[src/rtl/temporal_encoder_if.sv]
// Handshake and output bundle for temporal_encoder.
// The encoder sits on the slave side. The producer of value vectors, which also
// observes the temporal-coded lines, sits on the master side.
interface temporal_encoder_if #(
  parameter int N = 4,
  parameter int W = 3
);
  logic           in_valid;
  logic           in_ready;
  logic [N*W-1:0] in_data;
  logic [N-1:0]   lines_out;
  logic           wave_start;
  logic           wave_done;
  logic           busy;

  modport master (
    output in_valid, in_data,
    input  in_ready, lines_out, wave_start, wave_done, busy
  );

  modport slave (
    input  in_valid, in_data,
    output in_ready, lines_out, wave_start, wave_done, busy
  );
endinterface

[src/rtl/temporal_encoder.sv]
// temporal_encoder: turns N binary W-bit time values into a temporal-coded wave.
// Line i idles high and falls at cycle offset v_i within a RUN window of T cycles.
// After the window, all lines stay high for GAP recovery cycles, and then the
// encoder accepts the next vector.
// Optional feature macro TENC_NULL_EN: the all-ones code means "no spike" and
// the window shrinks to T = 2^W-1. Without the macro, T = 2^W and every code is
// a valid time.
module temporal_encoder #(
  parameter int N   = 4,
  parameter int W   = 3,
  parameter int GAP = 1
) (
  input  logic               clk,
  input  logic               rst,
  temporal_encoder_if.slave  bus
);

`ifdef TENC_NULL_EN
  localparam int T = (1 << W) - 1;
`else
  localparam int T = (1 << W);
`endif
  localparam logic [W-1:0] T_LAST   = W'(T - 1);
  localparam int           GW       = (GAP > 1) ? $clog2(GAP) : 1;
  localparam logic [GW-1:0] GAP_LAST = GW'((GAP > 0) ? GAP - 1 : 0);

  typedef enum logic [1:0] {
    IDLE    = 2'd0,
    RUN     = 2'd1,
    RECOVER = 2'd2
  } state_t;

  state_t          state_reg;
  logic [W-1:0]    t_reg;
  logic [GW-1:0]   gap_reg;
  logic [W-1:0]    val_reg [N];
  logic [N-1:0]    lines_reg;
  logic            in_ready_reg;
  logic            wave_start_reg;
  logic            wave_done_reg;
  logic            busy_reg;

  logic [W-1:0]    t_next;
  logic [W-1:0]    in_val [N];
  logic [N-1:0]    fall_first;
  logic [N-1:0]    fall_next;

  // Line i is low at time t once its value has been reached. Under the null
  // option, the all-ones code never spikes.
  function automatic logic spiked_by(input logic [W-1:0] v, input logic [W-1:0] t);
`ifdef TENC_NULL_EN
    return (v <= t) && (v != {W{1'b1}});
`else
    return (v <= t);
`endif
  endfunction

  assign t_next = t_reg + 1'b1;

  // Per-line compares. The first RUN cycle is computed from the incoming data,
  // so the accept edge already loads the t = 0 pattern into the output register.
  // Later cycles compare the latched value against the upcoming time.
  generate
    for (genvar gi = 0; gi < N; gi++) begin : g_line
      assign in_val[gi]     = bus.in_data[gi*W +: W];
      assign fall_first[gi] = spiked_by(in_val[gi], '0);
      assign fall_next[gi]  = spiked_by(val_reg[gi], t_next);
    end
  endgenerate

  assign bus.lines_out  = lines_reg;
  assign bus.in_ready   = in_ready_reg;
  assign bus.wave_start = wave_start_reg;
  assign bus.wave_done  = wave_done_reg;
  assign bus.busy       = busy_reg;

  // Encoder FSM: handshake in IDLE, timed wave in RUN, all-high gap in RECOVER.
  // Every output is registered.
  always_ff @(posedge clk or posedge rst) begin
    if (rst) begin
      state_reg      <= IDLE;
      t_reg          <= '0;
      gap_reg        <= '0;
      for (int i = 0; i < N; i++) val_reg[i] <= '0;
      lines_reg      <= '1;
      in_ready_reg   <= 1'b0;
      wave_start_reg <= 1'b0;
      wave_done_reg  <= 1'b0;
      busy_reg       <= 1'b0;
    end else begin
      wave_start_reg <= 1'b0;
      wave_done_reg  <= 1'b0;
      case (state_reg)
        IDLE: begin
          lines_reg <= '1;
          busy_reg  <= 1'b0;
          if (bus.in_valid && in_ready_reg) begin
            for (int i = 0; i < N; i++) val_reg[i] <= in_val[i];
            state_reg      <= RUN;
            t_reg          <= '0;
            in_ready_reg   <= 1'b0;
            busy_reg       <= 1'b1;
            wave_start_reg <= 1'b1;
            // A single-cycle window both starts and ends on t = 0.
            wave_done_reg  <= (T_LAST == '0);
            lines_reg      <= ~fall_first;
          end else begin
            in_ready_reg <= 1'b1;
          end
        end

        RUN: begin
          if (t_reg == T_LAST) begin
            lines_reg <= '1;
            t_reg     <= '0;
            if (GAP > 0) begin
              state_reg <= RECOVER;
              gap_reg   <= '0;
            end else begin
              state_reg    <= IDLE;
              in_ready_reg <= 1'b1;
              busy_reg     <= 1'b0;
            end
          end else begin
            t_reg         <= t_next;
            lines_reg     <= ~fall_next;
            wave_done_reg <= (t_next == T_LAST);
          end
        end

        RECOVER: begin
          lines_reg <= '1;
          if (gap_reg == GAP_LAST) begin
            state_reg    <= IDLE;
            in_ready_reg <= 1'b1;
            busy_reg     <= 1'b0;
            gap_reg      <= '0;
          end else begin
            gap_reg <= gap_reg + 1'b1;
          end
        end

        default: begin
          state_reg    <= IDLE;
          lines_reg    <= '1;
          in_ready_reg <= 1'b0;
          busy_reg     <= 1'b0;
        end
      endcase
    end
  end

endmodule

[src/flat_wrapper.sv]
// flat-port wrapper written by rule: the top's interface ports become plain ports
module temporal_encoder_flat 
#(
  parameter int N   = 4,
  parameter int W   = 3,
  parameter int GAP = 1
)
  (clk, rst, bus_in_valid, bus_in_data, bus_in_ready, bus_lines_out, bus_wave_start, bus_wave_done, bus_busy);
  temporal_encoder_if #(.N(N), .W(W)) bus_i ();
  input  logic clk;
  input  logic rst;
  input wire logic [$bits(bus_i.in_valid)-1:0] bus_in_valid;
  input wire logic [$bits(bus_i.in_data)-1:0] bus_in_data;
  output wire logic [$bits(bus_i.in_ready)-1:0] bus_in_ready;
  output wire logic [$bits(bus_i.lines_out)-1:0] bus_lines_out;
  output wire logic [$bits(bus_i.wave_start)-1:0] bus_wave_start;
  output wire logic [$bits(bus_i.wave_done)-1:0] bus_wave_done;
  output wire logic [$bits(bus_i.busy)-1:0] bus_busy;
  assign bus_i.in_valid = bus_in_valid;
  assign bus_i.in_data = bus_in_data;
  assign bus_in_ready = bus_i.in_ready;
  assign bus_lines_out = bus_i.lines_out;
  assign bus_wave_start = bus_i.wave_start;
  assign bus_wave_done = bus_i.wave_done;
  assign bus_busy = bus_i.busy;
  temporal_encoder #(.N(N), .W(W), .GAP(GAP)) u_core (.clk(clk), .rst(rst), .bus(bus_i));
endmodule
[config.mk]
export PLATFORM = sky130hd
export DESIGN_NAME = temporal_encoder_flat
export DESIGN_NICKNAME = d
export VERILOG_FILES = /design/src/rtl/temporal_encoder_if.sv /design/src/rtl/temporal_encoder.sv /design/src/flat_wrapper.sv
export SDC_FILE = /design/constraint.sdc
export NUM_CORES = 1
export LEC_CHECK = 0
export ABC_AREA = 1
export CAP_MARGIN = 10
export CORE_MARGIN = 4
export CORE_UTILIZATION = 35
export DETAILED_ROUTE_END_ITERATION = 10
export GPL_TIMING_DRIVEN = 0
export PLACE_DENSITY = 0.71
export SYNTH_ARGS = -nofsm -noshare
export SYNTH_HDL_FRONTEND = slang
export SYNTH_SLANG_ARGS = --single-unit
[constraint.sdc]
create_clock -name clk -period 1.57 [get_ports clk]
set_input_delay 0.157 -clock clk [delete_from_list [all_inputs] [get_ports clk]]
set_output_delay 0.157 -clock clk [all_outputs]
set_load 0.01 [all_outputs]
## After elaboration in Yosys (flattened, before gate mapping)

Cells that the tools add are included.

- Register bits after elaboration: 26
- Input port bits: 15
- Output and inout port bits: 8
- Word-level logic and storage cells: 63

- $lt $le $gt $ge: 8
- Multiplexer cells: 22
- Reductions and logical operators: 9
- Bitwise logic cells: 3
- Add/subtract/negate cells: 2
- Eq/ne operators: 7

Operator list:

| operator | count |
|---|---|
| 3-bit by 1-bit less-or-equal comparator with 1-bit output, second input constant | 4 |
| 3-bit less-or-equal comparator | 4 |
| 1-bit 2-to-1 mux | 9 |
| 4-bit 2-to-1 mux | 2 |
| 4-bit inverter | 2 |
| 4-bit one-hot mux with 2 select lines | 1 |
| 2-bit AND reduction | 4 |
| 3-bit == test, second input constant | 2 |
| 2-bit 2-to-1 mux | 3 |
| 3-bit 2-to-1 mux | 2 |
| 1-bit one-hot mux with 3 select lines | 2 |
| 2-bit one-hot mux with 3 select lines | 1 |
| 3-bit one-hot mux with 2 select lines | 1 |
| 2-bit by 1-bit != test with 1-bit output, second input constant | 2 |
| 2-bit nonzero test | 2 |
| 3-bit by 1-bit adder with 3-bit output, second input constant | 1 |
| 3-bit AND reduction | 1 |
| 2-bit by 1-bit == test with 1-bit output, second input constant | 1 |
| 2-bit == test, second input constant | 1 |
| 2-bit logical NOT | 1 |
| 2-bit != test, second input constant | 1 |
| 1-bit one-hot mux with 2 select lines | 1 |
| 1-bit adder, second input constant | 1 |
| 1-bit logical AND | 1 |
| 1-bit inverter | 1 |

## Logic depth before layout (Yosys ltp)

Gate-level depths: netlist of the first run.

- Word-level depth: 5
- Depth in mapped cells: 10
- Depth with buffers taken out: 9

## Least setup slack after synthesis of the first run

No wires, ideal clock.

- Path type: register -> register
- Start point: register u_core.t_reg[1]
- End point: register u_core.lines_reg[0], in the netlist u_core.bus.lines_out[0]
- Setup time: 0.073 ns
- Cell stages (with the launch flop): 11
- Arrival time: 1.428 ns
- Data required time: 1.497 ns
- Period minus slack after synthesis: 1.501 ns
- Buffers on the path: 1
- Slack: 0.069 ns
- Cells stage by stage: dfrtp_1 ha_1 ha_1 buf_6 inv_2 nand2_1 nand2_1 nand3b_1 nand2_1 nand2_1 a21oi_1

- Longest elaborated chain between the ends: 5
- Elaborated cells on any way between the ends: 6
- Those cells by class: add/sub (1); order compare (1); eq/ne (1); mux (2); bitwise (1)

RTL lines:

| item | RTL line | RTL |
|---|---|---|
| start: declaration | temporal_encoder.sv:34 | `logic [W-1:0] t_reg;` |
| start signal: assignment | temporal_encoder.sv:125 | `t_reg <= t_next;` |
| 3-bit by 1-bit adder with 3-bit output | temporal_encoder.sv:58 | `assign t_next = t_reg + 1'b1;` |
| 3-bit less-or-equal comparator | temporal_encoder.sv:54 | `return (v <= t);` |
| 4-bit inverter | temporal_encoder.sv:126 | `lines_reg <= ~fall_next;` |
| 4-bit 2-to-1 mux (*) | temporal_encoder.sv:113 | `if (t_reg == T_LAST) begin` |
| 4-bit one-hot mux with 2 select lines (*) | temporal_encoder.sv:93 | `case (state_reg)` |
| end signal: assignment | temporal_encoder.sv:106 | `lines_reg <= ~fall_first;` |
| end signal: assignment | temporal_encoder.sv:126 |  |
| end: declaration | temporal_encoder.sv:37 | `logic [N-1:0] lines_reg;` |

Every way passes the cells marked *; elsewhere a longest branch is shown, timed or not.
A chain may end at the register's enable or synchronous reset.

## Worst setup path in the final report of the first run

- Start point: register u_core.t_reg[0]
- End point: register u_core.lines_reg[0], in the netlist u_core.bus.lines_out[0]

The elaborated chain is that of the path after synthesis.

==> impl_metrics.ini, run 1 <==
[clock_network]
cts_made_buffers = 3
htreeDepth = 1
clk_latency_ns = 0.27
clockBufferDepth = 2
cts_hold_buf = 0
root_buffer = clkbuf_8
cts_tree = built
clock_sinks = 25
clkTransAtPathRegs_ns = 0.09

[timing]
worstMarginPinSlew_ns = 0.952
min_period_ns = 1.54
fmax_mhz = 648
setup_violations = 0
rsz0062_at_grt = true
fin_crit_sh_pct = 98.4
slew_violations = 0
skew_ns = 0.00216
finalHoldViolCount = 0
holdWs_ns = 0.404
relSlewSlack_pct = 36.5
final.setup.worst_slack_ns = 0.0258

[route]
drt_pre_antenna_iters = 4
wl_per_cell_um = 12.0
drc = 0
viasPerCell = 4.71
num_vias = 1131
final_antenna_net_count = 0
wl_mm = 2.88
first_iter_violations = 28

[setup_path]
r2r-end = u_core.bus.lines_out[0]
rr_startpoint = u_core.t_reg[0]
crit_slowest_cell = dfrtp_1
arrival_ns = 1.74
slowest_delay_ns = 0.42
cp_num_buf_inv = 1
path_cells = ha_2 -> ha_4 -> inv_4 -> nand2_2 -> nand2_2 -> a21oi_2 -> nand2_1 -> nand2_1 -> a21oi_2
cp_top_family = adder cells
cp.required_ns = 1.76
startpoint_type = flop
worstSetupPathType = flop to flop
endpoint_kind = flop
crit_fanout = 6
rrSetupSlack_ns = 0.03
r2r_cells = 9

[layout]
fin_area_um2 = 1790
largest_reg_flops = 12
drive_above_1_share_pct = 19.8
n_antenna_cell = 0
n_fill_cell = 362
fin_cells = 240
syn_to_final_growth_pct = 33.9
final_nets = 216

[hold_path]
worstHoldPathType = input port to asynchronous set/reset pin

[die]
die_area_um2 = 4860
num_rows = 22
die_h_um = 69.7
die_x_um = 69.7
core_area_um2 = 3660
start_util_pct = 36.4
num_io_pins = 23

[global_routing]
grt_overflow_total = 0
antenna_found_initial = 0
grt_start_max_net_pins = 26
first_global_vias = 1077
grt_use_total_pct = 12.3
grt_pass1_wl_mm = 4.77

[yosys]
avgSynthCellArea_um2 = 8.28
netlist_area_um2 = 1330
netlist.area_leader.share_pct = 39.4
yosysSeqAreaShare_pct = 47.3
synthDistinctLibCells = 20
syn_nets = 184
yosysWarnings = 0
synth_seq_cells = 25
synth_area_leaders = dfrtp_1 39%, nand2_1 13%, dfstp_2 7.9%
syn_inst = 161
synth_area_leader_cell = dfrtp_1

[power_and_ir_drop]
powerDensity_nw_per_um2 = 2230
ir_worst_vdd_v = 0.00101
power.leakage_uw = 0.000865

[placement]
gp_congestion = 0.746
dp_hpwl_mm = 1.95
dpl_cell_area_um2 = 1610
dpl.cell_count = 231
dp_slack_ns = -0.0708
io_buffers = 22

[run_status]
status = completed

[run]
drv_cap = 0
cells in the mapped netlist, drive strengths merged:
cell    number
nand3b       4
a21oi        5
a31oi        2
ha           8
nor2        17
nand4        1
o21ai       12
dfstp        4
o31ai        1
inv         26
nor4         2
buf          4
nand2       45
xnor2        2
a22oi        2
dfrtp       21
nand3        5
layout make-up:
| cell class | count | area [um^2] | area share, % |
|---|---|---|---|
| inverter | 26 | 103 | 5.75 |
| sequential | 25 | 631 | 35.3 |
| buffer | 3 | 30.0 | 1.68 |
| clock buffer | 3 | 41.3 | 2.31 |
| multi-input combinational | 106 | 647 | 36.2 |
| tap | 48 | 60.1 | 3.36 |
| timing repair buffer | 28 | 269 | 15.1 |
| clock inverter | 1 | 5.00 | 0.280 |
layer usage:
layer  vias to the layer above  global-route usage [%]  wire length [um]
li1                        566                       -                 -
met1                       539                    15.3              1330
met2                        17                    19.8              1380
met3                         9                    2.17                64
met4                         0                    7.23               112
met5                         -                       0                 0
worst max path at each step:
stage | startpoint | end | slack, ns | cells after the start
floorplan | u_core.t_reg[1] | u_core.bus.lines_out[0] | 0.07 | 10
global placement | u_core.t_reg[1] | u_core.bus.lines_out[0] | -0.05 | 10
detailed placement | u_core.t_reg[1] | u_core.bus.lines_out[1] | -0.07 | 10
CTS | u_core.t_reg[1] | u_core.bus.lines_out[3] | 0.02 | 8
global route | u_core.t_reg[1] | u_core.bus.lines_out[0] | -0.05 | 10
finish | u_core.t_reg[0] | u_core.bus.lines_out[0] | 0.03 | 9
repair_timing:
item	4_1_cts	5_1_grt
resized for setup	7	14
pin swaps	2	11
gates cloned	1	0
setup endpoints to repair	4	4
setup buffers	2	3
cell families (layout without fill, tap and decap cells):
family / Yosys count / after routing / synth area share, %
buf+inv: 30 / 61 / 10.4
simple gates: 74 / 74 / 24.5
flops: 25 / 25 / 47.3
compound gates: 22 / 22 / 9.01
fa+ha+maj: 8 / 8 / 7.50
xor+xnor: 2 / 2 / 1.31
worst register-to-register path: cells and delay by family, from the launching register on:
family,cells,cell delay [ns]
fa+ha+maj,2,0.55
flops,1,0.42
simple gates,4,0.27
compound gates,2,0.17
buf+inv,1,0.05
power by group:
group / switching, uW / leakage [uW] / internal (uW)
registers: 186 / 0.000302 / 978
logic: 1320 / 0.000537 / 1130
clock network: 201 / 0.0000255 / 177
layout by cell type, fill, tap and decap left out, types with 4 or more instances in the layout:
cell,count
inv_1,22
nand2_1,41
buf_4,6
a21oi_2,4
ha_1,4
nor2_1,15
dfrtp_1,21
nand2_2,4
clkdlybuf4s50_1,22
o21ai_0,12
nand3_1,5
nand3b_1,4
dfstp_2,4
per-stage QoR:
stage / util (%) / setup TNS (ns) / power (uW)
after floorplan: - / 0 / 2580
after global placement: 44.1 / -0.0933 / 3080
after detailed placement: 44.1 / -0.196 / 3140
after CTS: 46.9 / 0 / 3720
after global routing: 48.8 / -0.165 / 4370
final: 48.8 / 0 / 3990
Power figures use the tool's default switching activity.
==> run 2, diff against run 1 <==
--- a/config.mk
+++ b/config.mk
@@ -7,11 +7,14 @@
 export LEC_CHECK = 0
 export ABC_AREA = 1
 export CAP_MARGIN = 10
-export CORE_MARGIN = 4
-export CORE_UTILIZATION = 35
+export CELL_PAD_IN_SITES_DETAIL_PLACEMENT = 2
+export CELL_PAD_IN_SITES_GLOBAL_PLACEMENT = 2
+export CORE_MARGIN = 2
+export CORE_UTILIZATION = 27
+export CTS_CLUSTER_DIAMETER = 50
 export DETAILED_ROUTE_END_ITERATION = 10
 export GPL_TIMING_DRIVEN = 0
-export PLACE_DENSITY = 0.71
+export PLACE_DENSITY = 0.85
 export SYNTH_ARGS = -nofsm -noshare
 export SYNTH_HDL_FRONTEND = slang
 export SYNTH_SLANG_ARGS = --single-unit
==> run 2 against run 1 <==
  * The flow now finishes with violations (setup timing)
  * Cell area increased by 3.6%
  * Total power increased by 11%
  * Setup slack got worse by 0.068 ns
  * Clock-buffer cell count increased by 1
  * Clock skew about the same
  * Wire length increased by 43%
  * Die area increased by 13%
  * Flip-flop and latch count unchanged
  * Via count increased by 4.2%
  * Sequential share of layout area decreased by 1.2 points
  * Non-clock buffer count unchanged
==> impl_metrics.ini, run 2 (synthesis results as in run 1) <==
[setup_path]
slowest_delay_ns = 0.45
cp_num_cells = 8
startpoint_type = flop
cp_num_buf_inv = 2
crit_slowest_cell = dfrtp_2
path_cells = ha_4 -> buf_4 -> ha_4 -> inv_2 -> a22oi_1 -> nand2_1 -> nand2_1 -> nand2_1
crit_fanout = 3
r2r-end = u_core.bus.lines_out[3]
cp_top_family = adder cells
worstSetupPathType = flop to flop
endpoint_kind = flop
cp.required_ns = 1.78
rrSetupSlack_ns = -0.04
cpMostUsedCell = nand2_1
arrival_ns = 1.82
r2r_cells = 8
rr_startpoint = u_core.t_reg[0]

[global_routing]
grt_overflow_total = 0
grt_pass1_wl_mm = 6.20
first_global_vias = 1272
grt_use_total_pct = 15.0
grt_start_max_net_pins = 26
antenna_found_initial = 0

[layout]
layout_common_cells = 39 x nand2_1, 22 x clkdlybuf4s50_1, 20 x dfrtp_1, 19 x inv_1
n_antenna_cell = 0
syn_to_final_growth_pct = 38.7
n_fill_cell = 557
largest_reg_flops = 12
fin_cells = 259
fin_area_um2 = 1850
drive_above_1_share_pct = 24.0
final_nets = 216
final_common_cell = nand2_1

[clock_network]
clk_latency_ns = 0.28
root_buffer = clkbuf_8
cts_tree = built
clkTransAtPathRegs_ns = 0.09
cts_made_buffers = 3
clock_sinks = 25
htreeDepth = 1
clockBufferDepth = 2

[placement]
dpl.cell_count = 250
dp_hpwl_mm = 2.55
dpl_cell_area_um2 = 1640
io_buffers = 22
gp_congestion = 0.776

[timing]
final.setup.worst_slack_ns = -0.0425
skew_ns = 0.00175
slew_violations = 0
fmax_mhz = 620
rsz0062_at_grt = true
setup_violations = 4
relSlewSlack_pct = 33.0
min_period_ns = 1.61
finalHoldViolCount = 0
fin_crit_sh_pct = 103
worstMarginPinSlew_ns = 1.00

[hold_path]
worstHoldPathType = input port to asynchronous set/reset pin

[die]
num_io_pins = 23
start_util_pct = 28.1
die_h_um = 74.3
core_area_um2 = 4750
die_x_um = 74.3
die_area_um2 = 5520
num_rows = 25

[run_status]
status = finished, violations left
violations = setup timing

[route]
drc = 0
num_vias = 1178
viasPerCell = 4.55
final_antenna_net_count = 0
wl_per_cell_um = 15.9
drt_pre_antenna_iters = 4
first_iter_violations = 25
wl_mm = 4.12

[power_and_ir_drop]
ir_worst_vdd_v = 0.000632
powerDensity_nw_per_um2 = 2400
power.leakage_uw = 0.000867

[run]
drv_cap = 0
run 2: changes by cell type in the layout (fill, tap and decap cells not counted), sizes merged:
cell / previous run / this run
clkbuf: 3 / 4
clkinv: 1 / 0
run 2: per-layer routing:
metal	part of all wire (%)	GRT usage (%)	routed length, um	up-vias
li1	-	-	-	570
met1	42	18.1	1730	586
met2	55	28.1	2250	16
met3	1.6	1.22	64	6
met4	1.7	4.76	68	0
met5	0	0	0	-
run 2: worst max-delay path by stage:
stage               slack, ns             from                       to
global route            -0.10  u_core.t_reg[0]  u_core.bus.lines_out[1]
floorplan                0.07  u_core.t_reg[1]  u_core.bus.lines_out[0]
detailed placement      -0.14  u_core.t_reg[1]  u_core.bus.lines_out[1]
CTS                     -0.06  u_core.t_reg[0]  u_core.bus.lines_out[1]
global placement        -0.07  u_core.t_reg[0]  u_core.bus.lines_out[0]
finish                  -0.04  u_core.t_reg[0]  u_core.bus.lines_out[3]
run 2: power breakdown:
group / internal, uW / switching (uW) / total, uW
combinational: 1230 / 1620 / 2850
clock: 183 / 219 / 401
sequential: 981 / 208 / 1190
total: 2390 / 2040 / 4440
run 2: timing repair:
item / 4_1_cts / 5_1_grt
cloned: 1 / 0
hold buffers: 0 / 0
endpoints found under the setup margin: 4 / 4
buffers inserted: 2 / 3
pin swaps: 7 / 13
resized for setup: 12 / 23
run 2: cell type report:
type | instances | area (um^2) | area share (%)
buffer | 3 | 30.0 | 1.62
clock buffer | 4 | 45.0 | 2.43
inverter | 26 | 103 | 5.54
multi-input combinational | 106 | 684 | 37.0
sequential | 25 | 632 | 34.1
tap | 67 | 83.8 | 4.53
timing repair buffer | 28 | 273 | 14.7
run 2: through the flow:
| step | total power (uW) | hold slack (ns) | setup TNS (ns) | util [%] | worst slack (ns) |
|---|---|---|---|---|---|
| 6_report | 4440 | 0.409 | -0.0926 | 38.9 | -0.0425 |
| 5_1_grt | 4800 | 0.479 | -0.336 | 38.9 | -0.100 |
| 4_1_cts | 3950 | 0.463 | -0.0595 | 36.8 | -0.0595 |
| 3_5_place_dp | 3250 | 0.474 | -0.404 | 34.4 | -0.141 |
| 3_3_place_gp | 3140 | 0.469 | -0.191 | 34.4 | -0.0678 |
| 2_1_floorplan | 2580 | 0.181 | 0 | - | 0.0686 |
run 2: worst register-to-register path: stages (launching register included):
cell and delay [ns]:
dfrtp_2 0.45, ha_4 0.18, buf_4 0.14, ha_4 0.28
inv_2 0.05, a22oi_1 0.21, nand2_1 0.11, nand2_1 0.07
nand2_1 0.05
